## src/rtl/wino_pkg.sv

```systemverilog
// Shared types and constants for the WinoCNN data-side loop controller.
package wino_pkg;

    localparam int unsigned ID_W  = 4;
    localparam int unsigned BLK_W = 8;
    localparam int unsigned PIX_W = 9;

    localparam logic [PIX_W-1:0] TILE_STRIDE_F23 = 9'd4;
    localparam logic [PIX_W-1:0] TILE_STRIDE_F43 = 9'd6;

    typedef enum logic [2:0] {
        StIdle,
        StIssue,
        StDrain,
        StDone,
        StWaitLow
    } data_loop_state_t;

    function automatic logic [PIX_W-1:0] tile_stride(input logic size_type);
        return size_type ? TILE_STRIDE_F23 : TILE_STRIDE_F43;
    endfunction

endpackage

```

## src/rtl/tile_coord_counter.sv

```systemverilog
// Row-major tile walker: row/col counters and pixel-base accumulators for one pass.
module tile_coord_counter
    import wino_pkg::*;
(
    input  logic             clk,
    input  logic             reset_n,
    input  logic             i_clear,
    input  logic             i_advance,
    input  logic [BLK_W-1:0] i_width,
    input  logic [BLK_W-1:0] i_height,
    input  logic [PIX_W-1:0] i_stride,
    output logic [BLK_W-1:0] o_row,
    output logic [BLK_W-1:0] o_col,
    output logic [PIX_W-1:0] o_base_x,
    output logic [PIX_W-1:0] o_base_y,
    output logic             o_last
);

    logic [BLK_W-1:0] r_row;
    logic [BLK_W-1:0] r_col;
    logic [PIX_W-1:0] r_base_x;
    logic [PIX_W-1:0] r_base_y;
    logic             w_last_col;

    assign w_last_col = (r_col == i_width - 8'd1);
    assign o_last     = w_last_col && (r_row == i_height - 8'd1);

    // Base accumulators wrap modulo 512 by construction.
    always_ff @(posedge clk or negedge reset_n) begin
        if (!reset_n) begin
            r_row    <= '0;
            r_col    <= '0;
            r_base_x <= '0;
            r_base_y <= '0;
        end else if (i_clear) begin
            r_row    <= '0;
            r_col    <= '0;
            r_base_x <= '0;
            r_base_y <= '0;
        end else if (i_advance) begin
            if (w_last_col) begin
                r_col    <= '0;
                r_base_x <= '0;
                r_row    <= r_row + 8'd1;
                r_base_y <= r_base_y + i_stride;
            end else begin
                r_col    <= r_col + 8'd1;
                r_base_x <= r_base_x + i_stride;
            end
        end
    end

    assign o_row    = r_row;
    assign o_col    = r_col;
    assign o_base_x = r_base_x;
    assign o_base_y = r_base_y;

endmodule

```

## src/rtl/data_loop_controller.sv

```systemverilog
// Per-pass Winograd tile sequencer with outstanding-tile tracking.
// Optional DATA_LOOP_PERF_EN adds a saturating ISSUE stall-cycle counter.
module data_loop_controller
    import wino_pkg::*;
#(
    parameter int unsigned MAX_OUTSTANDING = 4
) (
    input  logic             clk,
    input  logic             reset_n,
    input  logic             data_prepare_i,
    input  logic [BLK_W-1:0] block_width_i,
    input  logic [BLK_W-1:0] block_height_i,
    input  logic [ID_W-1:0]  data_id_i,
    input  logic             size_type_i,
    output logic             tile_valid_o,
    input  logic             tile_ready_i,
    output logic [BLK_W-1:0] tile_row_o,
    output logic [BLK_W-1:0] tile_col_o,
    output logic [PIX_W-1:0] tile_base_x_o,
    output logic [PIX_W-1:0] tile_base_y_o,
    output logic [ID_W-1:0]  tile_id_o,
    output logic             tile_size_type_o,
    input  logic             tile_done_i,
    output logic             loop_finished_o,
    output logic             protocol_err_o
`ifdef DATA_LOOP_PERF_EN
    ,
    output logic [15:0]      perf_stall_cycles_o
`endif
);

    localparam logic [3:0] MaxOut = 4'(MAX_OUTSTANDING);

    data_loop_state_t r_state;
    logic [BLK_W-1:0] r_width;
    logic [BLK_W-1:0] r_height;
    logic [ID_W-1:0]  r_id;
    logic             r_size_type;
    logic             r_finished;
    logic [3:0]       r_outstanding;
    logic             r_err;

    logic             w_valid;
    logic             w_hs;
    logic             w_clear;
    logic             w_last;

    assign w_valid = (r_state == StIssue) && (r_outstanding < MaxOut);
    assign w_hs    = w_valid && tile_ready_i;
    assign w_clear = (r_state == StIdle) && data_prepare_i;

    tile_coord_counter u_coord (
        .clk       (clk),
        .reset_n   (reset_n),
        .i_clear   (w_clear),
        .i_advance (w_hs),
        .i_width   (r_width),
        .i_height  (r_height),
        .i_stride  (tile_stride(r_size_type)),
        .o_row     (tile_row_o),
        .o_col     (tile_col_o),
        .o_base_x  (tile_base_x_o),
        .o_base_y  (tile_base_y_o),
        .o_last    (w_last)
    );

    always_ff @(posedge clk or negedge reset_n) begin
        if (!reset_n) begin
            r_state     <= StIdle;
            r_width     <= '0;
            r_height    <= '0;
            r_id        <= '0;
            r_size_type <= 1'b0;
            r_finished  <= 1'b0;
        end else begin
            r_finished <= 1'b0;
            case (r_state)
                StIdle: begin
                    if (data_prepare_i) begin
                        // Zero-sized blocks still produce a single tile.
                        r_width     <= (block_width_i == '0) ? 8'd1 : block_width_i;
                        r_height    <= (block_height_i == '0) ? 8'd1 : block_height_i;
                        r_id        <= data_id_i;
                        r_size_type <= size_type_i;
                        r_state     <= StIssue;
                    end
                end
                StIssue: begin
                    if (w_hs && w_last) r_state <= StDrain;
                end
                StDrain: begin
                    if (r_outstanding == '0) begin
                        r_state    <= StDone;
                        r_finished <= 1'b1;
                    end
                end
                StDone:    r_state <= StWaitLow;
                StWaitLow: if (!data_prepare_i) r_state <= StIdle;
                default:   r_state <= StIdle;
            endcase
        end
    end

    always_ff @(posedge clk or negedge reset_n) begin
        if (!reset_n) begin
            r_outstanding <= '0;
            r_err         <= 1'b0;
        end else begin
            unique case ({w_hs, tile_done_i})
                2'b10: r_outstanding <= r_outstanding + 4'd1;
                2'b01: begin
                    if (r_outstanding == '0) r_err <= 1'b1;
                    else                     r_outstanding <= r_outstanding - 4'd1;
                end
                default: ;
            endcase
        end
    end

`ifdef DATA_LOOP_PERF_EN
    logic [15:0] r_stall;

    always_ff @(posedge clk or negedge reset_n) begin
        if (!reset_n) begin
            r_stall <= '0;
        end else if (w_clear) begin
            r_stall <= '0;
        end else if ((r_state == StIssue) && !w_hs && (r_stall != 16'hFFFF)) begin
            r_stall <= r_stall + 16'd1;
        end
    end

    assign perf_stall_cycles_o = r_stall;
`endif

    assign tile_valid_o     = w_valid;
    assign tile_id_o        = r_id;
    assign tile_size_type_o = r_size_type;
    assign loop_finished_o  = r_finished;
    assign protocol_err_o   = r_err;

endmodule

```

## config.mk

```make
export PLATFORM = sky130hd
export DESIGN_NAME = data_loop_controller
export DESIGN_NICKNAME = d
export VERILOG_FILES = /design/src/rtl/wino_pkg.sv /design/src/rtl/tile_coord_counter.sv /design/src/rtl/data_loop_controller.sv
export SDC_FILE = /design/constraint.sdc
export NUM_CORES = 1
export LEC_CHECK = 0
export ABC_AREA = 0
export CAP_MARGIN = 20
export CORE_ASPECT_RATIO = 2
export CORE_MARGIN = 1
export CORE_UTILIZATION = 45
export CTS_BUF_LIST = sky130_fd_sc_hd__clkbuf_4
export CTS_CLUSTER_DIAMETER = 60
export DETAILED_ROUTE_END_ITERATION = 7
export PLACE_DENSITY_LB_ADDON = 0.05
export SYNTH_ARGS = -nofsm -noshare
export SYNTH_HDL_FRONTEND = slang
export SYNTH_SLANG_ARGS = --single-unit
```

## constraint.sdc

```tcl
create_clock -name clk -period 3.14 [get_ports clk]
set_input_delay 0.314 -clock clk [delete_from_list [all_inputs] [get_ports clk]]
set_output_delay 0.314 -clock clk [all_outputs]
set_load 0.02 [all_outputs]
```

# Word level (Yosys, flattened, before mapping)
# Cells that the tools add are included.
# Widths: inputs -> output; s select.
[classes]
eq_ne = 13
reduce_logical = 17
n_addsub = 8
magnitude_cmp = 1
n_mux = 24
[ops]
columns = ["op", "count"]
rows = [
  ["$mux 8", 8],
  ["$mux 9", 6],
  ["$add 9x3->9", 2],
  ["$add 8x1->8 const B", 2],
  ["$eq 8x8->1", 2],
  ["$logic_not 8->1", 2],
  ["$sub 8x1->8 const B", 2],
  ["$pmux 3 s5", 1],
  ["$mux 3", 4],
  ["$ne 2x2->1 const B", 4],
  ["$pmux 4 s2", 1],
  ["$reduce_and 2->1", 4],
  ["$eq 3x2->1 const B", 2],
  ["$reduce_bool 2->1", 3],
  ["$logic_and 1x1->1", 5],
  ["$add 4x1->4 const B", 1],
  ["$logic_not 4->1", 1],
  ["$lt 4x3->1 const B", 1],
  ["$mux 4", 1],
  ["$reduce_and 4->1", 1],
  ["$sub 4x1->4 const B", 1],
  ["$eq 3x1->1 const B", 1],
  ["$eq 3x3->1 const B", 1],
  ["$logic_not 3->1", 1],
  ["5 further kinds", 6],
]
[totals]
reg_bits = 64
output_inout_bits = 42
input_bits = 26

# Logic depth before layout (Yosys ltp)
# Gate-level depths: netlist of run 1.
[logic_depth]
word_depth = 6
ltp_mapped = 9

# Cells and area by module
# From an unflattened synthesis of run 1, not the netlist that was laid out.
[unflattened]
hier_cells = 380
hier_area_um2 = 3916.3
[by_module_without_submodules]
columns = ["module", "cells_per_inst", "area_per_inst_um2", "n_inst"]
rows = [
  ["tile_coord_counter", 268, 2533.7, 1],
  ["data_loop_controller", 112, 1382.6, 1],
]

# Least setup slack after synthesis of run 1
# No wires, ideal clock.
[synth_timing]
path_type = "register to register"
startpoint = "register r_width[0]"
endpoint = "register u_coord.r_base_y[8], in the netlist u_coord.o_base_y[8]"
path_slack_ns = 0.686
stages_incl_launch_ff = 9
arrival_time_ns = 2.376
period_less_slack_ns = 2.454
path_cell_list = "dfrtp_1 -> inv_1 -> ha_1 -> nor2b_1 -> or3_1 -> a31oi_1 -> o211ai_2 -> or4_1 -> a21oi_1"
[synth_between]
elab_chain_len = 4
[synth_rtl]
columns = ["element", "line", "source"]
rows = [
  ["start: declaration", "data_loop_controller.sv:35", "logic [BLK_W-1:0] r_width;"],
  ["start signal: assignment", "data_loop_controller.sv:81", "r_width <= (block_width_i == '0) ? 8'd1 : block_width_i;"],
  ["$sub 8x1->8", "tile_coord_counter.sv:25", "assign w_last_col = (r_col == i_width - 8'd1);"],
  ["$eq 8x8->1", "tile_coord_counter.sv:25", ""],
  ["$reduce_bool 2->1 (no line)", "-", ""],
  ["$reduce_and 2->1 (no line)", "-", ""],
  ["end signal: assignment", "tile_coord_counter.sv:45", "r_base_y <= r_base_y + i_stride;"],
  ["end: declaration", "tile_coord_counter.sv:22", "logic [PIX_W-1:0] r_base_y;"],
]
# No other way between the ends.
# A chain may end at the register's enable or synchronous reset.

# Worst setup path after layout of run 1
[layout_timing]
startpoint = "register r_width[0]"
endpoint = "register u_coord.r_base_y[6], in the netlist u_coord.o_base_y[6]"
# Same word-level chain as after synthesis.

==> impl_metrics.csv, run 1 <==
group,metric,value,unit
pwr,swShare,0.374,
timing,finalHoldViolCount,0,
timing,fin_worst_skew,0.00781,ns
synth,yosys_warnings,0,
synth,synth_edf_count,0,
global_route,antenna_found_initial,1,
die,core,0.00754,mm^2
critical_path,worstPathMaxFanout,10,
routing,routed_wl,9150,um
pwr,netSwitchingPower,935,uW
pwr,p_clk_frac,0.209,
pwr,intPower,1.56,mW
global_route,grt_pass1_vias,3133,
routing,drt_pre_antenna_iters,4,
timing,final-setup-viol-count,0,
layout,fin_cells,552,
timing,rsz0062_at_grt,"false",
synth,ys_ff_latch,62,
layout,nNetsFinal,488,
routing,drtIter0Drc,183,
pwr,p_seq_frac,0.433,
clock_network,root_buffer,"clkbuf_4",
pwr,fin_total_pwr,2.50,mW
global_route,grt_pass1_wl,15100,um
timing,fmax,341,MHz
die,start_util,0.461,
synth,synth.top_cell.area_share,0.446,
routing,postRouteAntennaNets,0,
routing,drc,0,
global_route,grt_max_degree,63,
clock_network,htree_levels,3,
layout,area_growth,26.0,%
clock_network,tritoncts,"built",
placement,placed_cells,535,
timing,whs,0.0609,ns
die,dieArea,0.00811,mm^2
clock_network,clk_pin_slew,0.10,ns
pwr,comb_power_share,0.359,
clock_network,clock-sinks,62,
die,rows,45,
clock_network,clk_latency,0.41,ns
clock_network,numCtsBuffers,9,
synth,synthDistinctLibCells,53,
routing,routed_via_density,5.68,
synth,netlist_area,0.00348,mm^2
critical_path,critPathSlowestCell,"or4_1",
routing,num_vias,3137,
critical_path,cpPeakStageDelay,0.56,ns
global_route,gr-total-overflow,0,
timing,worst_pin_slew,0.816,ns
clock_network,max-clock-path-buffers,2,
layout,layout_common_cells,"70 x nand2_1, 64 x clkdlybuf4s50_1, 62 x dfrtp_1, 20 x nor2_1, 20 x o21ai_0",
placement,dp_hpwl,6690,um
die,pin_count,68,
clock_network,postCtsSetupBuffers,0,
critical_path,startpoint_type,"register",
timing,slew_violations,0,
run,drv_cap,0,
placement,port_buffers,65,
synth,async_flop_share,1.00,
synth,synth_flop_cell,"dfrtp_1",
timing,relSlewSlack,0.456,
synth,synth_area_per_cell,9.14,um^2
critical_path,crit_arrival,3.29,ns
synth,ys_top_cells_by_area,"dfrtp_1 45%, nand2_1 7.5%, xor2_1 3.8%",
placement,dp_slack,0.196,ns
placement,place_congestion,0.873,
layout,drive_gt1_frac,0.0678,
layout,nFillCells,711,
die,die_h,126,um
pwr,p_per_area,570,mW/mm^2
synth,ys_seq_area_frac,0.446,
timing,period_needed,2.94,ns
synth,synthCells,381,
critical_path,crit_buf_inv,1,
routing,wl_per_cell,16.6,um
critical_path,cpLargestDelayFamily,"simple AND/OR/NAND/NOR gates",
critical_path,required,3.49,ns
pwr,p_leak,1.93,nW
critical_path,worstSetupEndpointType,"register",
timing,period_share,0.935,
timing,setup_tns,0,ns
pwr,ir_drop,0.000392,V
die,die_x,64.2,um
synth,yosysTopAreaCell,"dfrtp_1",
global_route,track_usage,0.243,
worst_hold_path,hp-class,"in2async",
critical_path,worstSetupPathType,"reg2reg",
layout,final_common_cell,"nand2_1",
status,status,"completed",
timing,fin_ws,0.204,ns
critical_path,cp_cell_sequence,"inv_1 > ha_1 > nor2b_1 > or3_1 > a31oi_1 > o2111ai_2 > or4_1 > nand2_1",
-- synth_stat cells, drive strengths merged, types with 11 or more instances --
cell type  number
nand2          70
xnor2          11
clkbuf         11
a21oi          16
or4            11
o31ai          11
o21ai          20
nand3          11
nor2           20
xor2           15
dfrtp          62
inv            15
-- power groups by stage --
stage / Clock, mW / Sequential, mW / Combinational [mW]
after floorplan: 0 / 1.15 / 0.464
after detailed placement: 0 / 1.09 / 0.895
after CTS: 0.535 / 1.08 / 0.902
final: 0.521 / 1.08 / 0.897
after global placement: 0 / 1.09 / 0.875
after global routing: 0.565 / 1.10 / 0.985
-- through the flow --
step | util | area, um^2
2_1_floorplan | - | 3480
3_3_place_gp | 0.564 | 4250
3_5_place_dp | 0.564 | 4250
4_1_cts | 0.580 | 4380
5_1_grt | 0.581 | 4390
6_report | 0.581 | 4390
-- final timing paths --
| path | start | to | slack [ns] | cells after the start |
|---|---|---|---|---|
| setup / recovery | r_width[0]$_DFFE_PN0P_ | u_coord.o_base_y[6]$_DFFE_PN0P_ | 0.20 | 8 |
| hold / removal | reset_n | tile_id_o[1]$_DFFE_PN0P_ | 0.06 | 2 |
| setup reg to reg | r_width[0]$_DFFE_PN0P_ | u_coord.o_base_y[6]$_DFFE_PN0P_ | 0.20 | 8 |
| hold reg to reg | tile_id_o[2]$_DFFE_PN0P_ | tile_id_o[2]$_DFFE_PN0P_ | 0.49 | 2 |
| max in group asynchronous | reset_n | loop_finished_o$_DFF_PN0_ | 2.54 | 2 |
| min in group clk | data_id_i[3] | tile_id_o[3]$_DFFE_PN0P_ | 0.42 | 3 |
-- kinds of logic (layout without fill, tap and decap cells) --
| family | Yosys count | count (layout) | share of synthesized area |
|---|---|---|---|
| DFF | 62 | 62 | 0.446 |
| and+or+nand+nor | 170 | 170 | 0.246 |
| AOI/OAI and AO/OA | 82 | 82 | 0.163 |
| buffers and inverters | 29 | 104 | 0.0338 |
| other | 1 | 3 | 0.00108 |
| adders and majority gates | 10 | 10 | 0.0381 |
| xor gates and xnor gates | 27 | 27 | 0.0719 |
-- sequential cells by signal (all words and copies together) (netlist names) --
register / flops
r_width: 8
r_height: 8
u_coord.o_col: 8
u_coord.o_base_x: 8
r_state: 3
protocol_err_o: 1
u_coord.o_base_y: 8
tile_id_o: 4
u_coord.o_row: 8
tile_size_type_o: 1
loop_finished_o: 1
r_outstanding: 4
-- per-layer routing --
layer | part of all wire | GRT usage | vias to the layer above
li1 | - | - | 1511
met1 | 0.39 | 0.273 | 1534
met2 | 0.55 | 0.433 | 76
met3 | 0.036 | 0.0378 | 16
met4 | 0.019 | 0.125 | 0
met5 | 0 | 0 | -
-- worst register-to-register path: stages (launching register included) --
cell	delay [ns]
dfrtp_1	0.46
inv_1	0.09
ha_1	0.28
nor2b_1	0.16
or3_1	0.36
a31oi_1	0.48
o2111ai_2	0.40
or4_1	0.56
nand2_1	0.09
-- area by class of cell --
cell class                      instances  area [um^2]  area share
Clock inverter                          7         55.1      0.0125
Inverter                               15         56.3      0.0128
Sequential cell                        62         1550       0.354
Antenna cell                            1         2.50    0.000570
Clock buffer                            9         67.6      0.0154
Multi-Input combinational cell        291         1830       0.417
Timing Repair Buffer                   73          706       0.161
Tap cell                               94          118      0.0268
-- repair_timing --
action                                  in CTS  in global routing
resized for setup                            0                  1
endpoints found under the hold margin        0                  0
endpoints found under the setup margin       0                  2
hold buffers                                 0                  0
Note: power is estimated with default switching activity, not from simulation.
==> run 2, diff against run 1 <==
Clock period 3.14 ns to 3.2 ns, I/O delays scaled along.
==> run 2 against run 1 <==
  * Die area stayed put
  * Routed wire length shrank 1.8%
  * Hold slack got worse by 0.018 ns
  * Critical path type unchanged
  * First-iteration DRC count is 15% higher
  * Clock power down 1%
  * Highest routed layer unchanged
  * Cell count unchanged
  * Non-clock buffer count unchanged
  * Power fell by 2.0%
  * Critical endpoint is now u_coord.o_row[7]$_DFFE_PN0P_
  * Critical path depth is the same
  * Sequential power barely moved
  * Sequential share of layout area is 0.071 points higher
  * Clock skew rose by 0.0031 ns
==> impl_metrics.csv, run 2 (same netlist as run 1, synthesis figures left out) <==
group,metric,value,unit
status,status,"completed",
routing,wl_per_cell,16.3,um
die,pin_count,68,
pwr,comb_power_share,0.357,
placement,post_dp_cell_area,0.00425,mm^2
placement,port_buffers,65,
global_route,grt_pass1_vias,3162,
critical_path,worstSetupEndpointType,"register",
clock_network,ctsResizeCount,0,
pwr,swShare,0.373,
critical_path,crit_arrival,3.32,ns
pwr,p_leak,1.94,nW
timing,setup_tns,0,ns
timing,fmax,338,MHz
critical_path,reg2reg_from,"r_width[0]$_DFFE_PN0P_",
layout,nNetsFinal,488,
pwr,p_seq_frac,0.433,
critical_path,timing.rr.end,"u_coord.o_row[7]$_DFFE_PN0P_",
global_route,grt_max_degree,63,
global_route,grt_busiest_layer,"met2",
clock_network,clk_latency,0.43,ns
global_route,track_usage,0.241,
clock_network,clock-sinks,62,
die,rows,45,
clock_network,numCtsBuffers,9,
routing,drt_pre_antenna_iters,4,
clock_network,max-clock-path-buffers,2,
timing,relSlewSlack,0.464,
critical_path,required,3.56,ns
global_route,gr-total-overflow,0,
critical_path,rrSetupSlack,0.24,ns
die,core,0.00754,mm^2
layout,final_common_cell,"nand2_1",
timing,period_needed,2.96,ns
layout,fin_area,0.00438,mm^2
global_route,grt.met1_usage,0.260,
layout,layout_common_cells,"70 x nand2_1, 64 x clkdlybuf4s50_1, 62 x dfrtp_1, 20 x nor2_1, 20 x o21ai_0",
placement,dp_hpwl,6590,um
timing,final-setup-viol-count,0,
pwr,p_per_area,559,mW/mm^2
clock_network,tritoncts,"built",
placement,place_congestion,0.873,
routing,postRouteAntennaNets,0,
clock_network,root_buffer,"clkbuf_4",
layout,drive_gt1_frac,0.0678,
run,drv_cap,0,
worst_hold_path,hp-class,"in2async",
routing,routed_via_density,5.66,
routing,drtIter0Drc,210,
timing,worst_pin_slew,0.804,ns
timing,finalHoldViolCount,0,
timing,period_share,0.926,
timing,rsz0062_at_grt,"false",
clock_network,htree_levels,3,
critical_path,startpoint_type,"register",
global_route,grt.met2_usage,0.441,
global_route,grtUsageMet3,0.0369,
layout,final_util,0.580,
global_route,grt_pass1_wl,14900,um
clock_network,hold_buffers,0,
critical_path,worstSetupPathType,"reg2reg",
routing,num_vias,3127,
die,dieArea,0.00811,mm^2
timing,fin_worst_skew,0.0109,ns
layout,area_growth,25.8,%
pwr,netSwitchingPower,914,uW
pwr,ir_drop,0.000381,V
routing,routed_wl,8980,um
critical_path,rr_worst_depth,8,
pwr,intPower,1.53,mW
critical_path,worstPathMaxFanout,19,
pwr,fin_total_pwr,2.45,mW
die,die_h,126,um
routing,drc,0,
clock_network,clk_pin_slew,0.10,ns
die,start_util,0.461,
timing,slew_violations,0,
global_route,antenna_found_initial,1,
die,die_x,64.2,um
clock_network,postCtsSetupBuffers,0,
pwr,p_clk_frac,0.210,
run 2: cell counts in the layout (fill, tap and decap cells not counted):
No cell type changed its count.
run 2: metrics by stage:
stage,instances,worst slack [ns],hold WS [ns]
2_1_floorplan,382,0.746,0.0244
3_3_place_gp,535,0.425,0.458
3_5_place_dp,535,0.281,0.469
4_1_cts,551,0.265,0.0710
5_1_grt,552,0.0420,0.120
6_report,552,0.238,0.0434
run 2: layout make-up:
class,count,area (um^2)
repair buffers,73,706
well taps,94,118
clock inverters,7,55.1
clock buffers,9,67.6
flip-flops and latches,62,1550
diodes,1,2.50
fillers,705,3170
inverters,15,56.3
multi-input cells,291,1820
run 2: how the worst max path moves through the flow:
stage	from	endpoint	slack (ns)	depth (start not counted)
floorplan	r_width[0]$_DFFE_PN0P_	u_coord.o_base_y[8]$_DFFE_PN0P_	0.75	8
global placement	r_width[0]$_DFFE_PN0P_	u_coord.o_row[6]$_DFFE_PN0P_	0.42	8
detailed placement	r_width[0]$_DFFE_PN0P_	u_coord.o_row[7]$_DFFE_PN0P_	0.28	8
CTS	r_width[0]$_DFFE_PN0P_	u_coord.o_row[7]$_DFFE_PN0P_	0.27	8
global route	r_width[0]$_DFFE_PN0P_	u_coord.o_row[5]$_DFFE_PN0P_	0.04	8
finish	r_width[0]$_DFFE_PN0P_	u_coord.o_row[7]$_DFFE_PN0P_	0.24	8
run 2: metal layers:
metal	part of all wire	vias up	routed length, um
met1	0.40	1520	3590
met2	0.54	77	4850
met5	0	-	0
li1	-	1507	-
met4	0.028	0	250
met3	0.032	23	287
run 2: power groups by stage:
stage          Sequential (mW)  Clock [mW]  Combinational, mW
2_1_floorplan             1.13           0              0.455
3_3_place_gp              1.07           0              0.859
3_5_place_dp              1.07           0              0.878
4_1_cts                   1.06       0.527              0.882
5_1_grt                   1.08       0.556              0.966
6_report                  1.06       0.515              0.873
run 2: critical path, stage by stage (launching register included):
cell,delay [ns]
dfrtp_1,0.45
inv_1,0.08
ha_1,0.28
nor2b_1,0.16
or3_1,0.35
a31oi_1,0.42
o211ai_2,0.41
or4_1,0.60
a21oi_1,0.16
